===== src/rtl/apb_m.sv =====
// APB requester: one single-beat command at a time, converted to SETUP/ACCESS on the APB bus.
// Optional ACCESS watchdog is built only when APB_M_TIMEOUT_EN is defined.
module apb_m #(
    parameter int unsigned TIMEOUT_CYCLES = 16
) (
    input  logic        pclk,
    input  logic        presetn,
    input  logic        cmd_valid,
    output logic        cmd_ready,
    input  logic        cmd_write,
    input  logic [31:0] cmd_addr,
    input  logic [7:0]  cmd_wdata,
    output logic        rsp_valid,
    output logic [7:0]  rsp_rdata,
    output logic        rsp_err,
    output logic        rsp_timeout,
    output logic [31:0] paddr,
    output logic        psel,
    output logic        penable,
    output logic        pwrite,
    output logic [7:0]  pwdata,
    input  logic [7:0]  prdata,
    input  logic        pready,
    input  logic        pslverr
);

    typedef enum logic [1:0] {
        IDLE,
        SETUP,
        ACCESS
    } state_t;

    state_t r_state;
    state_t w_state_nxt;
    logic   w_accept;
    logic   w_done;
    logic   w_abort;
    logic   w_to_hit;

`ifdef APB_M_TIMEOUT_EN
    localparam logic [7:0] TO_LAST = 8'(TIMEOUT_CYCLES - 1);

    logic [7:0] r_wait_cnt;

    // Abort on the wait cycle that would bring the count to TIMEOUT_CYCLES.
    assign w_to_hit = (r_wait_cnt == TO_LAST);

    always_ff @(posedge pclk) begin
        if (!presetn) begin
            r_wait_cnt <= '0;
        end else if (r_state == SETUP) begin
            r_wait_cnt <= '0;
        end else if (r_state == ACCESS && !pready) begin
            r_wait_cnt <= r_wait_cnt + 8'd1;
        end
    end
`else
    assign w_to_hit    = 1'b0;
    assign rsp_timeout = 1'b0;
`endif

    always_comb begin
        w_state_nxt = r_state;
        w_accept    = 1'b0;
        w_done      = 1'b0;
        w_abort     = 1'b0;
        case (r_state)
            IDLE: begin
                if (cmd_valid && cmd_ready) begin
                    w_accept    = 1'b1;
                    w_state_nxt = SETUP;
                end
            end
            SETUP: begin
                w_state_nxt = ACCESS;
            end
            ACCESS: begin
                if (pready) begin
                    w_done      = 1'b1;
                    w_state_nxt = IDLE;
                end else if (w_to_hit) begin
                    w_abort     = 1'b1;
                    w_state_nxt = IDLE;
                end
            end
            default: begin
                w_state_nxt = IDLE;
            end
        endcase
    end

    // Bus controls are registered from the next state so they line up with it.
    always_ff @(posedge pclk) begin
        if (!presetn) begin
            r_state   <= IDLE;
            cmd_ready <= 1'b0;
            psel      <= 1'b0;
            penable   <= 1'b0;
            paddr     <= '0;
            pwrite    <= 1'b0;
            pwdata    <= '0;
            rsp_valid <= 1'b0;
            rsp_rdata <= '0;
            rsp_err   <= 1'b0;
`ifdef APB_M_TIMEOUT_EN
            rsp_timeout <= 1'b0;
`endif
        end else begin
            r_state   <= w_state_nxt;
            cmd_ready <= (w_state_nxt == IDLE);
            psel      <= (w_state_nxt != IDLE);
            penable   <= (w_state_nxt == ACCESS);
            rsp_valid <= w_done | w_abort;
            if (w_accept) begin
                paddr  <= cmd_addr;
                pwrite <= cmd_write;
                pwdata <= cmd_wdata;
            end
            if (w_done) begin
                rsp_err   <= pslverr;
                rsp_rdata <= (!pwrite && !pslverr) ? prdata : '0;
`ifdef APB_M_TIMEOUT_EN
                rsp_timeout <= 1'b0;
`endif
            end
            if (w_abort) begin
                rsp_err   <= 1'b1;
                rsp_rdata <= '0;
`ifdef APB_M_TIMEOUT_EN
                rsp_timeout <= 1'b1;
`endif
            end
        end
    end

endmodule

===== config.mk =====
export PLATFORM = sky130hd
export DESIGN_NAME = apb_m
export DESIGN_NICKNAME = d
export VERILOG_FILES = /design/src/rtl/apb_m.sv
export SDC_FILE = /design/constraint.sdc
export NUM_CORES = 1
export LEC_CHECK = 0
export ABC_AREA = 1
export CAP_MARGIN = 20
export CELL_PAD_IN_SITES_DETAIL_PLACEMENT = 1
export CELL_PAD_IN_SITES_GLOBAL_PLACEMENT = 1
export CORE_MARGIN = 3
export CORE_UTILIZATION = 25
export DETAILED_ROUTE_END_ITERATION = 10
export PLACE_DENSITY_LB_ADDON = 0.1
export RECOVER_POWER = 25
export SLEW_MARGIN = 20
export SYNTH_ARGS = -nofsm -noshare
export SYNTH_HDL_FRONTEND = slang
export SYNTH_SLANG_ARGS = --single-unit
export TNS_END_PERCENT = 10

===== constraint.sdc =====
create_clock -name pclk -period 1.01 [get_ports pclk]
set_input_delay 0.303 -clock pclk [delete_from_list [all_inputs] [get_ports pclk]]
set_output_delay 0.303 -clock pclk [all_outputs]
set_load 0.02 [all_outputs]

Word level (Yosys, flattened, before mapping)
Cells that the tools add are included.
- latch bits: 0
- input bits: 54
- memories kept: 0
- register bits after elaboration: 56
- ROM bits: 0
- bits in writable memories: 0
- multiply operators: 0
- reduce and logical (&&, ||, !) cells: 7
- shift-type cells: 0
- add/sub/neg operators: 0
- eq/ne operators: 3
- bitwise gates (word level): 0
- muxes and demuxes: 8
- magnitude comparators: 0
- div/mod/pow operators: 0
- operators with widths (kind ; count):
    $mux 8 ; 1
    $pmux 2 s3 ; 1
    $eq 2x2->1 const B ; 2
    $logic_not 2->1 ; 2
    $mux 1 ; 4
    $mux 2 ; 2
    $eq 2x1->1 const B ; 1
    $logic_and 1x1->1 ; 2
    $logic_not 1->1 ; 2
    $reduce_bool 2->1 ; 1

Longest topological paths before layout
- depth in word-level cells: 4
- depth in mapped cells: 6

Worst setup path before layout
OpenSTA, ideal clock, no wires.
- path type: register to register
- start point: reg cmd_ready
- end point: reg paddr[10]
- data arrival time: 1056 ps
- buffers on the path: 1
- clock period less this slack: 1116 ps
- cell stages (with the launch flop): 6
- setup slack: -106 ps
- setup time: 60 ps
- path through: dfxtp_1 -> nand2_1 -> clkinv_1 -> clkbuf_1 -> nand4_1 -> nand2_1
- longest elaborated chain between the ends: 3
- RTL lines (item ; RTL line ; RTL):
    start, declared ; 9 ; output logic cmd_ready,
    start signal, assigned ; 110 ; cmd_ready <= (w_state_nxt == IDLE);
    $logic_and 1x1->1 ; 69 ; if (cmd_valid && cmd_ready) begin
    $mux 1 ; 69 ;
    $mux 1 ; 67 ; case (r_state)
    end signal, assigned ; 115 ; paddr <= cmd_addr;
    end, declared ; 17 ; output logic [31:0] paddr,
Every way passes these cells.
A chain may end at the register's enable or synchronous reset.

Worst setup path after layout
- start point: reg r_state[0]
- end point: reg pwdata[3]
- longest elaborated chain between the ends: 2
- RTL lines (item ; RTL line ; RTL):
    start, declared ; 33 ; state_t r_state;
    start signal, assigned ; 109 ; r_state <= w_state_nxt;
    $logic_not 2->1 ; 67 ;
    $mux 1 ; 67 ;
    end signal, assigned ; 117 ; pwdata <= cmd_wdata;
    end, declared ; 21 ; output logic [7:0] pwdata,
Every way passes these cells.

==> results.txt <==
Status = finished with violations
Failing checks = setup timing
Initial core utilization = 26.1%
Crit path DAT = 1.38 ns
Wire length per cell = 15.3 um
Max-cap violations = 0
Core ar. = 8340 um2
Initial antenna violation count = 0
Avg Cell Area, Syn = 7.89 um2
DRT Pass-1 Iters = 4
Number of DRC markers in iteration 0 = 48
Top cell type's share of synthesized area = 51.5%
Unrepaired setup endpoints after global routing = true
Sw frac = 27.0%
IO Port Bufs = 107
Predominant post-synthesis flop cell = dfxtp_1
Post-Syn Area = 2180 um2
Post-placement cell area = 3470 um2
Hold Crit Class = in -> reg
DR DRC count = 0
CTS Hold Bufs = 0
Post-DRT Antenna Nets = 0
Vias in the first global route = 2491
Cell family with most CP delay = simple AND/OR/NAND/NOR gates
Global-route wire length before repair = 12200 um
Slack of the critical path = -0.175 ns
Crit Path Class = reg -> reg
Synth unique cells = 14
Ant diodes = 0
Most numerous cell in the Yosys netlist = nand2_1
Synth Instances = 276
Crit path cell chain = nor2_4 > buf_12 > nand2_8 > clkbuf_16 > nand3_2 > nand2_1
Worst endpoint required time = 1.21 ns
Clk sinks = 56
GR Overflow Total = 0
Final number of hold-violating endpoints = 0
Total wire length = 7740 um
# nets final = 453
Clk_skew = 0.00975 ns
Crit path max fanout = 6
Die Wd = 99.3 um
Asr flop ratio synth = 0%
H-tree depth = 2
GRT Resource Usage Total = 15.3%
Count of final setup violators = 102
Crit-path max cell delay = 0.35 ns
Gate power share = 25.5%
Die area = 9870 um2
Syn_nets = 330
Sequential cell area = 1190 um2
Fin util = 49.8%
Clock latency on the worst-skew pair = 0.31 ns
Buf/Inv on CP = 2
Area of the multi-input gates = 1010 um2
Vias = 2396
Worst Setup End Kind = flop
Max Clk Rate = 844 MHz
VDD IR max = 0.616 mV
Clk pwr share = 29.6%
PwrDens = 1320 nW/um2
CTS tree = built
Seq/Total Area, Yosys = 51.5%
Clock transition at path regs = 0.10 ns
Sequential Power Share = 44.9%
Fillers = 960
Row cnt = 33
IO Count = 109
Synth warn = 0
Layout cell share with drive strength beyond 1 = 46.0%
Synth-to-layout area growth = 90.6%
Area leader, netlist = dfxtp_1
Vias per inst = 4.74
Tcrit/Tclk final = 117%
Min Tclk post-route = 1.19 ns
Post-synth top cells = nand2_1 (74), dfxtp_1 (56), nand3_1 (43)
Int Pwr = 0.00399 W
Largest net degree at the start of global routing = 41
Leak = 1.91 nW
Clock tree buffer depth = 2
TritonCTS Buffers = 5
Final Instance Area = 4150 um2
Routability-driven placement congestion ratio = 0.694
Largest cells by area after synthesis = dfxtp_1 (51%), nand2_1 (13%), nand4_1 (12%), nand3_1 (9.9%), nor2_1 (3.4%)
Slew Viols, Final = 0
Setup slack at placement = -0.449 ns
CP max stage cell = dfxtp_2
Final Total Pwr = 0.00546 W
Sw Pwr = 0.00147 W
DP HPWL = 4780 um
CTS root buf = clkbuf_8
Seq cells post-synth = 56
EDFF count, synth = 0
Crit start category = flop
Die Y-Extent = 99.3 um
## path summary, 6_finish.rpt
path,startpoint,to,slack (ns),depth (start not counted)
setup / recovery,r_state[0],pwdata[3],-0.18,6
hold / removal,pready,rsp_valid,0.44,3
setup reg to reg,r_state[0],pwdata[3],-0.18,6
hold reg to reg,paddr[2],paddr[2],0.46,2
## cells by family (layout without fill, tap and decap cells)
kind of cell	count (synthesis)	after routing	synth area share, %
other cells	1	1	0.172
buf+inv	37	160	8.67
flops	56	56	51.5
simple gates	182	183	39.7
## metal layers
layer  wire length (um)  vias to the layer above  GRT usage [%]
li1                   -                     1174              -
met5                  0                        -              0
met2               3780                       70           26.1
met4                 48                        0           3.15
met3                469                        4           3.37
met1               3440                     1148           19.9
## flip-flops by register name, summed over array words and instances (netlist names)
signal and flops:
pwrite 1, penable 1, rsp_err 1, psel 1
pwdata 8, cmd_ready 1, paddr 32, r_state 2
rsp_valid 1, rsp_rdata 8
## placed cells by master (no fill, tap or decap)
cell,n
buf_4,12
nand4_1,42
nand2_2,3
dfxtp_2,56
buf_6,57
nand2_4,2
dlymetal6s2s_1,1
nand2_8,1
clkbuf_16,2
bufinv_16,1
buf_16,3
clkinv_4,1
inv_4,1
clkdlybuf4s50_1,51
nor2_2,2
nor2_4,2
nor2_1,18
nand3_1,22
clkbuf_8,7
inv_1,11
nand2_1,70
buf_12,12
buf_2,1
conb_1,1
nand3_2,21
## metrics by stage
stage	setup TNS [ns]	hold slack (ns)	instances
2_1_floorplan	-0.0485	0.438	276
4_1_cts	-8.82	0.446	502
5_1_grt	-14.96	0.449	505
3_3_place_gp	-33.45	0.450	484
6_report	-9.73	0.439	505
3_5_place_dp	-34.41	0.459	484
## layout make-up
class	instances	area share (%)
Clock buffer	7	2.32
Clock inverter	1	0.723
Inverter	13	1.36
Multi-Input combinational cell	184	24.4
Sequential cell	56	28.7
Tap cell	105	3.16
Timing Repair Buffer	139	39.3
## worst min-delay path, stage by stage
cell and delay [ns]:
dlymetal6s2s_1 0.15, nand3_1 0.19, nor2_1 0.06
## power groups by stage
stage	Clock [W]	Sequential (W)	Combinational, W
floorplan	0	0.00259	0.000339
global placement	0	0.00245	0.00109
detailed placement	0	0.00245	0.00110
CTS	0.00168	0.00245	0.00132
global route	0.00177	0.00247	0.00149
finish	0.00161	0.00245	0.00139
## repair_timing
action / in CTS / in global routing
endpoints found under the setup margin: 107 / 109
cloned: 3 / 3
buffers inserted: 7 / 0
gates resized for setup: 391 / 32
pin swaps: 4 / 11
hold endpoints to repair: 0 / 0
No activity file was read; power rests on OpenSTA's default activity.
